<file path="config.mk">
export PLATFORM = sky130hd
export DESIGN_NAME = num_fmt
export DESIGN_NICKNAME = d
export VERILOG_FILES = /design/src/rtl/num_fmt_pkg.sv /design/src/rtl/num_fmt_dd_bin2bcd.sv /design/src/rtl/num_fmt.sv
export SDC_FILE = /design/constraint.sdc
export NUM_CORES = 1
export LEC_CHECK = 0
export CAP_MARGIN = 20
export CORE_ASPECT_RATIO = 1.75
export CORE_MARGIN = 5
export CORE_UTILIZATION = 31
export DETAILED_ROUTE_END_ITERATION = 8
export SYNTH_ARGS = -nofsm -noshare
export SYNTH_HDL_FRONTEND = slang
export SYNTH_HIERARCHICAL = 1
export SYNTH_SLANG_ARGS = --single-unit
</file>
<file path="constraint.sdc">
create_clock -name clk -period 6.88 [get_ports clk]
set_input_delay 0.688 -clock clk [delete_from_list [all_inputs] [get_ports clk]]
set_output_delay 0.688 -clock clk [all_outputs]
set_load 0.03 [all_outputs]
</file>
<file path="src/rtl/num_fmt_pkg.sv">
// Shared types, ASCII constants and digit-count helpers for the number formatter.
package fmt_pkg;

    typedef enum logic [1:0] {
        FMT_DEC = 2'd0,
        FMT_HEX = 2'd1,
        FMT_BIN = 2'd2
    } fmt_mode_e;

    typedef enum logic [1:0] {
        ST_IDLE,
        ST_CONV,
        ST_SIZE,
        ST_EMIT
    } fmt_state_e;

    localparam logic [7:0] ASCII_SPACE = 8'h20;
    localparam logic [7:0] ASCII_ZERO  = 8'h30;
    localparam logic [7:0] ASCII_A_LC  = 8'h61;

    // 1233/4096 approximates log10(2), giving enough decimal digits for 2^width-1.
    function automatic int dec_digits(input int width);
        return ((width * 1233) >> 12) + 1;
    endfunction

    function automatic int hex_digits(input int width);
        return (width + 3) / 4;
    endfunction

endpackage

</file>
<file path="src/rtl/num_fmt_dd_bin2bcd.sv">
// Sequential double-dabble binary-to-BCD converter; done pulses WIDTH cycles after load.
module dd_bin2bcd
    import fmt_pkg::*;
#(
    parameter int WIDTH = 16
) (
    input  logic                             clk,
    input  logic                             rst_n,
    input  logic                             load,
    input  logic [WIDTH-1:0]                 bin,
    output logic [4*dec_digits(WIDTH)-1:0]   bcd,
    output logic                             done
);

    localparam int DDIG = dec_digits(WIDTH);
    localparam int BW   = 4 * DDIG;
    localparam int CW   = $clog2(WIDTH + 1);

    logic [BW-1:0]    bcd_q, bcd_d, adj;
    logic [WIDTH-1:0] sh_q, sh_d;
    logic [CW-1:0]    cnt_q, cnt_d;
    logic             done_q, done_d;

    // The load cycle already performs the first shift (adjusting all-zero BCD is a no-op).
    always_comb begin
        adj = bcd_q;
        for (int i = 0; i < DDIG; i++) begin
            if (bcd_q[4*i +: 4] > 4'd4) begin
                adj[4*i +: 4] = bcd_q[4*i +: 4] + 4'd3;
            end
        end

        bcd_d  = bcd_q;
        sh_d   = sh_q;
        cnt_d  = cnt_q;
        done_d = 1'b0;

        if (load) begin
            bcd_d = BW'(bin[WIDTH-1]);
            sh_d  = bin << 1;
            cnt_d = CW'(WIDTH - 1);
        end else if (cnt_q != '0) begin
            {bcd_d, sh_d} = {adj, sh_q} << 1;
            cnt_d         = cnt_q - CW'(1);
            done_d        = (cnt_q == CW'(1));
        end
    end

    always_ff @(posedge clk) begin
        if (!rst_n) begin
            bcd_q  <= '0;
            sh_q   <= '0;
            cnt_q  <= '0;
            done_q <= 1'b0;
        end else begin
            bcd_q  <= bcd_d;
            sh_q   <= sh_d;
            cnt_q  <= cnt_d;
            done_q <= done_d;
        end
    end

    assign bcd  = bcd_q;
    assign done = done_q;

endmodule

</file>
<file path="src/rtl/num_fmt.sv">
// Number-to-ASCII formatter: dec/hex/bin with minimum field width, streamed MSB-first.
module num_fmt
    import fmt_pkg::*;
#(
    parameter int WIDTH = 16
) (
    input  logic             clk,
    input  logic             rst_n,
    input  logic             start_i,
    input  logic [1:0]       mode_i,
    input  logic [WIDTH-1:0] value_i,
    input  logic [7:0]       fw_i,
    output logic             busy_o,
    output logic [7:0]       char_o,
    output logic             char_valid_o,
    input  logic             char_ready_i,
    output logic             last_o,
    output logic             done_o
);

    localparam int DDIG = dec_digits(WIDTH);
    localparam int HDIG = hex_digits(WIDTH);
    localparam int VW   = 4 * HDIG;
    localparam int CW   = $clog2(WIDTH + 1);

    fmt_state_e             state_q, state_d;
    fmt_mode_e              mode_q, mode_d;
    logic [WIDTH-1:0]       value_q, value_d;
    logic [CW-1:0]          fw_q, fw_d;
    logic [WIDTH-1:0][3:0]  digit_q, digit_d;
    logic [CW-1:0]          total_q, total_d;
    logic [CW-1:0]          ndig_q, ndig_d;
    logic [CW-1:0]          cnt_q, cnt_d;
    logic                   busy_q, busy_d;
    logic [7:0]             char_q, char_d;
    logic                   valid_q, valid_d;
    logic                   last_q, last_d;
    logic                   done_q, done_d;

    logic                   dd_load;
    logic [4*DDIG-1:0]      dd_bcd;
    logic                   dd_done;
    logic [VW-1:0]          value_ext;

    logic [CW-1:0]          ndig_c, total_c;
    logic [CW-1:0]          em_total, em_ndig, em_pos, em_idx;
    logic [3:0]             em_digit;
    logic [7:0]             em_char;
    logic                   em_last;

    assign dd_load   = (state_q == ST_IDLE) && start_i;
    assign value_ext = VW'(value_q);

    dd_bin2bcd #(.WIDTH(WIDTH)) u_dd (
        .clk   (clk),
        .rst_n (rst_n),
        .load  (dd_load),
        .bin   (value_i),
        .bcd   (dd_bcd),
        .done  (dd_done)
    );

    always_comb begin
        ndig_c = CW'(1);
        for (int i = 0; i < WIDTH; i++) begin
            if (digit_q[i] != 4'd0) begin
                ndig_c = CW'(i + 1);
            end
        end
        total_c = (ndig_c > fw_q) ? ndig_c : fw_q;
    end

    // Character for the next output slot: position 0 while sizing, cnt+1 while emitting.
    always_comb begin
        if (state_q == ST_SIZE) begin
            em_total = total_c;
            em_ndig  = ndig_c;
            em_pos   = '0;
        end else begin
            em_total = total_q;
            em_ndig  = ndig_q;
            em_pos   = cnt_q + CW'(1);
        end
        em_idx   = em_total - em_pos - CW'(1);
        em_digit = 4'd0;
        for (int i = 0; i < WIDTH; i++) begin
            if (CW'(i) == em_idx) begin
                em_digit = digit_q[i];
            end
        end
        if (em_pos < (em_total - em_ndig)) begin
            em_char = (mode_q == FMT_DEC) ? ASCII_SPACE : ASCII_ZERO;
        end else if (em_digit < 4'd10) begin
            em_char = ASCII_ZERO + {4'd0, em_digit};
        end else begin
            em_char = ASCII_A_LC + {4'd0, em_digit} - 8'd10;
        end
        em_last = (em_pos == (em_total - CW'(1)));
    end

    always_comb begin
        state_d = state_q;
        mode_d  = mode_q;
        value_d = value_q;
        fw_d    = fw_q;
        digit_d = digit_q;
        total_d = total_q;
        ndig_d  = ndig_q;
        cnt_d   = cnt_q;
        busy_d  = busy_q;
        char_d  = char_q;
        valid_d = valid_q;
        last_d  = last_q;
        done_d  = 1'b0;

        case (state_q)
            ST_IDLE: begin
                if (start_i) begin
                    case (mode_i)
                        2'd1:    mode_d = FMT_HEX;
                        2'd2:    mode_d = FMT_BIN;
                        default: mode_d = FMT_DEC;
                    endcase
                    value_d = value_i;
                    fw_d    = (fw_i > 8'(WIDTH)) ? CW'(WIDTH) : fw_i[CW-1:0];
                    busy_d  = 1'b1;
                    state_d = ST_CONV;
                end
            end
            ST_CONV: begin
                if (mode_q == FMT_DEC) begin
                    if (dd_done) begin
                        digit_d = '0;
                        for (int i = 0; i < DDIG; i++) begin
                            digit_d[i] = dd_bcd[4*i +: 4];
                        end
                        state_d = ST_SIZE;
                    end
                end else begin
                    digit_d = '0;
                    if (mode_q == FMT_HEX) begin
                        for (int i = 0; i < HDIG; i++) begin
                            digit_d[i] = value_ext[4*i +: 4];
                        end
                    end else begin
                        for (int i = 0; i < WIDTH; i++) begin
                            digit_d[i] = {3'b000, value_q[i]};
                        end
                    end
                    state_d = ST_SIZE;
                end
            end
            ST_SIZE: begin
                total_d = total_c;
                ndig_d  = ndig_c;
                cnt_d   = '0;
                char_d  = em_char;
                last_d  = em_last;
                valid_d = 1'b1;
                state_d = ST_EMIT;
            end
            ST_EMIT: begin
                if (char_ready_i) begin
                    if (last_q) begin
                        valid_d = 1'b0;
                        last_d  = 1'b0;
                        char_d  = 8'h00;
                        busy_d  = 1'b0;
                        done_d  = 1'b1;
                        state_d = ST_IDLE;
                    end else begin
                        cnt_d  = cnt_q + CW'(1);
                        char_d = em_char;
                        last_d = em_last;
                    end
                end
            end
            default: state_d = ST_IDLE;
        endcase
    end

    always_ff @(posedge clk) begin
        if (!rst_n) begin
            state_q <= ST_IDLE;
            mode_q  <= FMT_DEC;
            value_q <= '0;
            fw_q    <= '0;
            digit_q <= '0;
            total_q <= '0;
            ndig_q  <= '0;
            cnt_q   <= '0;
            busy_q  <= 1'b0;
            char_q  <= 8'h00;
            valid_q <= 1'b0;
            last_q  <= 1'b0;
            done_q  <= 1'b0;
        end else begin
            state_q <= state_d;
            mode_q  <= mode_d;
            value_q <= value_d;
            fw_q    <= fw_d;
            digit_q <= digit_d;
            total_q <= total_d;
            ndig_q  <= ndig_d;
            cnt_q   <= cnt_d;
            busy_q  <= busy_d;
            char_q  <= char_d;
            valid_q <= valid_d;
            last_q  <= last_d;
            done_q  <= done_d;
        end
    end

    assign busy_o       = busy_q;
    assign char_o       = char_q;
    assign char_valid_o = valid_q;
    assign last_o       = last_q;
    assign done_o       = done_q;

endmodule

</file>
After elaboration in Yosys (flattened, before gate mapping) --
Cells that the tools add are included.
Cells by class: $lt $le $gt $ge 9, bitwise logic cells 2, eq/ne operators 29, $add $sub $neg 14, multiplexer cells 76, reduce and logical (&&, ||, !) cells 33
Operator list (count):
- $mux W64 | 2
- $mux W5 | 22
- $mux W4 | 22
- $reduce_bool A4 Y1 | 15
- $mux W16 | 3
- $mux W45 | 1
- $eq A4 B5 Y1 const A | 8
- $mux W8 | 4
- $eq A3 B5 Y1 const A | 4
- $gt A4 B3 Y1 const B | 5
- $add A4 B2 Y4 const B | 4
- $pmux W8 S2 | 1
- $sub A5 B1 Y5 const B | 3
- $mux W2 | 6
- $eq A2 B5 Y1 const A | 2
- $pmux W5 S2 | 1
- $sub A5 B5 Y5 | 2
- $reduce_and A3 Y1 | 3
- $add A7 B4 Y8 const A | 1
- $gt A8 B5 Y1 const B | 1
- $mux W1 | 8
- $ne A2 B2 Y1 const B | 4
- $pmux W2 S4 | 1
- $reduce_and A4 Y1 | 2
- 26 further kinds | 38
Word-level totals: bits in registers 157, bits of input ports 30

Depth between registers and ports, before layout --
word-level depth 45, gate-level depth with buffers 24, mapped depth without buffers 24

Modules after synthesis --
Netlist, hierarchy kept.
Modules (own cells, without submodules):
- num_fmt | times used 1, area an instance 4630.7 um^2, cells an instance 561
- dd_bin2bcd | times used 1, area an instance 2028.2 um^2, cells an instance 251

Least setup slack after synthesis --
OpenSTA, ideal clock, no wires.
path type flip-flop to flip-flop, start point reg digit_q[15] in the netlist's numbering, end point reg char_q[2] (netlist: char_o[2]), period minus slack after synthesis 5.268 ns, setup time 0.087 ns, required time 6.793 ns, stages on the path, launching flop included 24, arrival time 5.181 ns, path slack 1.612 ns, cell sequence dfxtp_1 -> or4_4 -> o31ai_1 -> a21oi_1 -> ha_1 -> nand4_1 -> o221ai_1 -> o21ai_2 -> o31ai_2 -> ha_1 -> inv_1 -> fa_1 -> buf_2 -> mux4_2 -> mux2_2 -> nand2_1 -> o21ai_0 -> nand2_1 -> ha_1 -> inv_1 -> nor3_1 -> nand3_1 -> o21a_1 -> o31ai_1
On the way: cells in the longest elaborated chain, start to end 43, elaborated cells on any way between the ends 63, classes of those cells add/sub: 6; order compare: 3; eq/ne: 15; mux: 37; reduce/logical: 2
Ends and longest elaborated chain:
- start: declaration | line num_fmt.sv:30 | logic [WIDTH-1:0][3:0] digit_q, digit_d;
- start signal: assignment | line num_fmt.sv:202 | digit_q <= digit_d;
- $reduce_bool A4 Y1 * | line num_fmt.sv:66 | if (digit_q[i] != 4'd0) begin
- $mux W5 * (13 in a row) | line num_fmt.sv:66
- $gt A5 B5 Y1 | line num_fmt.sv:70 | total_c = (ndig_c > fw_q) ? ndig_c : fw_q;
- $mux W5 * | line num_fmt.sv:70
- $mux W5 * | line num_fmt.sv:75 | if (state_q == ST_SIZE) begin
- via em_total[0] | line num_fmt.sv:46 | logic [CW-1:0] em_total, em_ndig, em_pos, em_idx;
- $sub A5 B5 Y5 | line num_fmt.sv:84 | em_idx = em_total - em_pos - CW'(1);
- $sub A5 B1 Y5 | line num_fmt.sv:84
- $logic_not A5 Y1 | line num_fmt.sv:87 | if (CW'(i) == em_idx) begin
- $mux W4 (16 in a row) | line num_fmt.sv:87
- $add A7 B4 Y8 | line num_fmt.sv:96 | em_char = ASCII_A_LC + {4'd0, em_digit} - 8'd10;
- $sub A8 B4 Y8 | line num_fmt.sv:96
- $mux W8 | line num_fmt.sv:93 | end else if (em_digit < 4'd10) begin
- $mux W8 * | line num_fmt.sv:91 | if (em_pos < (em_total - em_ndig)) begin
- $mux W8 | line num_fmt.sv:164 | if (last_q) begin
- $mux W8 | line num_fmt.sv:163 | if (char_ready_i) begin
- $pmux W8 S2 * | line num_fmt.sv:116 | case (state_q)
- end signal: assignment | line num_fmt.sv:207 | char_q <= char_d;
- end: declaration | line num_fmt.sv:35 | logic [7:0] char_q, char_d;
Mark *: on every way through the listed nets, which the timed path passes. The rest lies on a longest branch. The select of a mux whose other input is x is not followed. A chain may end at the register's enable or synchronous reset.

Final worst setup path --
Same ends and word-level chain as after synthesis.

==> results.md <==
Critical path:
- The kind of critical path is reg2reg.
- The required arrival time at the worst endpoint is 7.21 ns.
- The category of the worst setup path launch point is a register.
- The worst setup path is captured at a register.
- The signal arrival time at the worst endpoint is 6.24 ns.
- Along the worst path, the maximum fanout reaches 8.

Floorplanning:
- The vertical die dimension is 203.9 um.
- Pin placement for this block handled 42 I/O pins.
- In this run the horizontal extent of the chip is 120.8 um.
- Once the floorplan was initialized, standard cells occupied roughly 31% of the core.
- The die covers roughly 0.025 sq mm.
- The core region area is 0.02132 sq mm.
- In this run the core area contains between 70 and 80 standard-cell rows.

Global routing:
- The largest net degree at the start of global routing is 74.
- Global routing consumed, over all layers together, 14.75% of the routing resources.
- The wire length of the first global-routing pass is slightly below 30 mm.
- The via count of the first global-routing pass was around 5800.
- The total overflow left after global routing is 0.
- The initial antenna violation count is 0.

STA:
- The total count of max-transition violations in the final report is 0.
- The worst-case hold slack is 0.4587 ns.
- The peak clock frequency supported by timing is 0.1692 GHz.
- Measured against its own limit, the worst slew margin works out to between 30% and 40%.
- The worst path setup slack after routing is about 0.97 ns.
- The worst clock skew is 0.008387 ns.
- After layout, the minimum clock period comes to roughly 5.9 ns.
- The final-report hold violation count is 0.
- The summed negative setup slack over all endpoints is 0 ns.
- Setup repair after global routing left no endpoint under its margin.
- In the finished design, the share of the clock period the worst path needs comes to 85.92%.
- For the pin with the worst max-slew slack, the measured transition is about 1 ns.
- The final setup violation count is 0.

Synth:
- The async set-or-reset flop fraction in the synthesized netlist is 0%.
- After synthesis the cells add up to 0.006659 sq mm.
- The number of distinct library cells after synthesis is 67.
- The synthesized net count is between 800 and 900.
- Measured against the total synthesized area, the mux share comes to roughly 7.1%.
- The main flop type after synthesis is dfxtp_1.
- The largest family of logic cells by synthesized area is compound AO/OA/AOI/OAI gates.
- The synthesized instance count is between 800 and 900.
- The share of the synthesized netlist area taken by xor and xnor gates is about 2.5%.
- The post-synthesis area per instance is 8.201 sq um.
- Counting flops with a built-in enable in the synthesized netlist gives 0.
- The synthesized netlist devotes between 20% and 30% of its cell area to compound gates.
- After Yosys synthesis, full adders, half adders and majority gates account for 7.554% of the synthesized area.
- Yosys printed 6 warnings.
- The register bit total from synthesis is 123.
- After Yosys synthesis, and, or, nand and nor cells account for 18.66% of the synthesized area.
- The portion of the post-synthesis area used by sequential elements is 36.98%.

Power and ir drop:
- For this design the ratio of total power to cell area is 396.4 mW/mm^2.
- The worst ir drop on vdd is 220.9 uV.
- After layout, the design draws a total of 0.003145 W.
- For this design the static power due to leakage is roughly 2.8 nW.

Final layout:
- The antenna cell count is 0.
- Of the cells placed in the final design, the portion with a size suffix greater than 1 is 7.674%.
- The most frequent standard cell in the layout excluding fill and tap cells is dfxtp_1.
- The area growth from synthesis to layout is 19.13%.
- In the final design database the tool counted about 900 nets.
- The final standard cell utilization of the core is 37.21%.
- In the layout the commonest cells are 123 x dfxtp_1, 105 x nand2_1, 72 x a21oi_1.

Clocking:
- The deepest level of the CTS H-tree is 4.
- TritonCTS built the clock tree.
- Clock tree synthesis inserted a total of 17 buffers.
- The cell at the root of the clock tree is clkbuf_16.
- The clock transition at the registers of the reported paths is 0.06 ns.
- After clock tree synthesis, the setup repair step added 0 buffers.
- The clock reaches the later pin of the worst-skew pair after ~0.41 ns.
- No sink is reached through more buffers than the 2 on the longest clock path.
- Buffers inserted to repair hold after CTS numbered 0.
- The clock net in this run drives a total of 123 sinks.
- Post-CTS repair changed the size of 0 cells.

Route:
- The antenna violation net count after detailed routing is 0.
- The total number of vias is 5846.
- After detailed routing, the number of remaining DRC violations is 0.
- The first routing iteration left around 280 violations.
- The routed design has 17.77 mm of wire.
- After detailed routing, the number of vias per cell comes to 5.305.
- The wire length per cell is roughly 16 um.
- The number of iterations in the first detailed-routing pass is 4.

Placed design:
- Detailed placement finished with a half-perimeter wire length of 12.85 mm.
- The last weighted congestion value of the routability-driven placer is 0.9055.
- The number of I/O port buffers is 40.
- The pre-CTS setup slack is 0.9441 ns.

Min path:
- The tightest min-delay check is of the reg2reg type.

Status:
- The flow ran to the end, and the final reports show no timing, DRC or antenna violations.

Run:
- Max-cap violations in this run came to 0.
## power breakdown
| group | leakage [nW] | switching, W | total (W) | internal, W |
|---|---|---|---|---|
| sequential | 1.00 | 0.0000925 | 0.000912 | 0.000820 |
| combinational | 1.48 | 0.000749 | 0.00124 | 0.000494 |
| clock | 0.307 | 0.000345 | 0.000990 | 0.000645 |
| total | 2.78 | 0.00119 | 0.00314 | 0.00196 |
## critical path, stage by stage, from the launching register on
cell	delay (ns)
dfxtp_1	0.32
or4_4	0.55
o31ai_1	0.31
a21oi_1	0.20
ha_1	0.34
nand4_1	0.12
o221ai_1	0.36
o21ai_2	0.21
o31ai_2	0.38
ha_1	0.23
inv_1	0.05
fa_1	0.82
mux4_2	0.57
mux2_2	0.28
nand2_1	0.06
o21ai_0	0.12
nand2_1	0.11
ha_1	0.13
inv_1	0.04
nor3_1	0.24
nand3_1	0.11
o21a_1	0.12
o31ai_1	0.17
## layout make-up
class	instances	area, sq um
Clock inverter	14	217.7
Fill cell	2248	13390
Sequential cell	123	2462
Tap cell	255	319.1
Inverter	44	166.4
Clock buffer	18	429.2
Multi-Input combinational cell	599	3850
Timing Repair Buffer	49	488.0
## metal layers
| layer | up-vias | global-route usage (%) | share of wire [%] |
|---|---|---|---|
| met5 | - | 0 | 0 |
| met4 | 0 | 9.562 | 5.5 |
| met3 | 50 | 2.575 | 2.2 |
| met2 | 110 | 27.49 | 54 |
| met1 | 2766 | 14.78 | 39 |
| li1 | 2920 | - | - |
## flip-flops by register name (all words and copies together), names as in the netlist, 2 cells and up
register	count
value_ext	16
total_q	5
u_dd/cnt_q	5
char_o	7
cnt_q	5
ndig_q	5
fw_q	5
u_dd/sh_q	15
state_q	2
u_dd/bcd	20
mode_q	2
digit_q	31
## cell usage after synthesis, types with 2 or more instances
master	number	share of area, %
or4_4	2	0.34
or2_1	2	0.19
clkbuf_1	38	2.1
nand2_1	105	5.9
inv_1	42	2.4
o21a_1	3	0.34
nand4_1	2	0.19
o31a_1	5	0.66
a21oi_1	72	5.4
fa_1	2	0.60
mux2i_1	27	4.1
o311ai_0	5	0.66
o21ai_1	3	0.23
a211o_1	2	0.26
xnor2_1	11	1.4
nor4_1	8	0.75
a211oi_1	13	1.5
ha_1	37	7.0
nor2_1	68	3.8
nand3_1	15	1.1
o211ai_1	5	0.56
a21boi_0	4	0.45
and2_1	7	0.66
xor2_1	6	0.79
o31ai_1	6	0.68
a22oi_1	20	2.3
o21ai_0	55	4.1
or2_2	3	0.28
nor2b_1	19	1.8
a221oi_1	2	0.26
nand2b_1	5	0.47
dfxtp_1	123	37
buf_2	4	0.30
mux4_2	7	2.4
nor3_1	26	2.0
a21o_1	8	0.90
buf_1	2	0.11
nand3b_1	3	0.34
a31oi_1	17	1.6
## cells by family (layout without fill, tap and decap cells)
| family | after synthesis | after routing |
|---|---|---|
| simple gates | 271 | 271 |
| compound gates | 233 | 233 |
| flops | 123 | 123 |
| buf+inv | 90 | 125 |
| fa+ha+maj | 39 | 39 |
| mux | 37 | 37 |
| xor+xnor | 18 | 18 |
| other cells | 1 | 1 |
## through the flow
stage,area [sq um],cells
6_report,7933,1102
2_1_floorplan,6659,812
3_3_place_gp,7258,1069
4_1_cts,7933,1102
3_5_place_dp,7286,1070
5_1_grt,7933,1102
## final timing paths
| path | to | cells past startpoint | start | slack, ns |
|---|---|---|---|---|
| worst max register to register | char_o[2]$_SDFFE_PN0P_ | 22 | digit_q[15]$_SDFFE_PN0P_ | 0.97 |
| worst min-delay path | value_ext[0]$_SDFFE_PN0P_ | 2 | value_ext[0]$_SDFFE_PN0P_ | 0.46 |
| worst min register to register | value_ext[0]$_SDFFE_PN0P_ | 2 | value_ext[0]$_SDFFE_PN0P_ | 0.46 |
| worst max-delay path | char_o[2]$_SDFFE_PN0P_ | 22 | digit_q[15]$_SDFFE_PN0P_ | 0.97 |
Power figures use the tool's default switching activity.
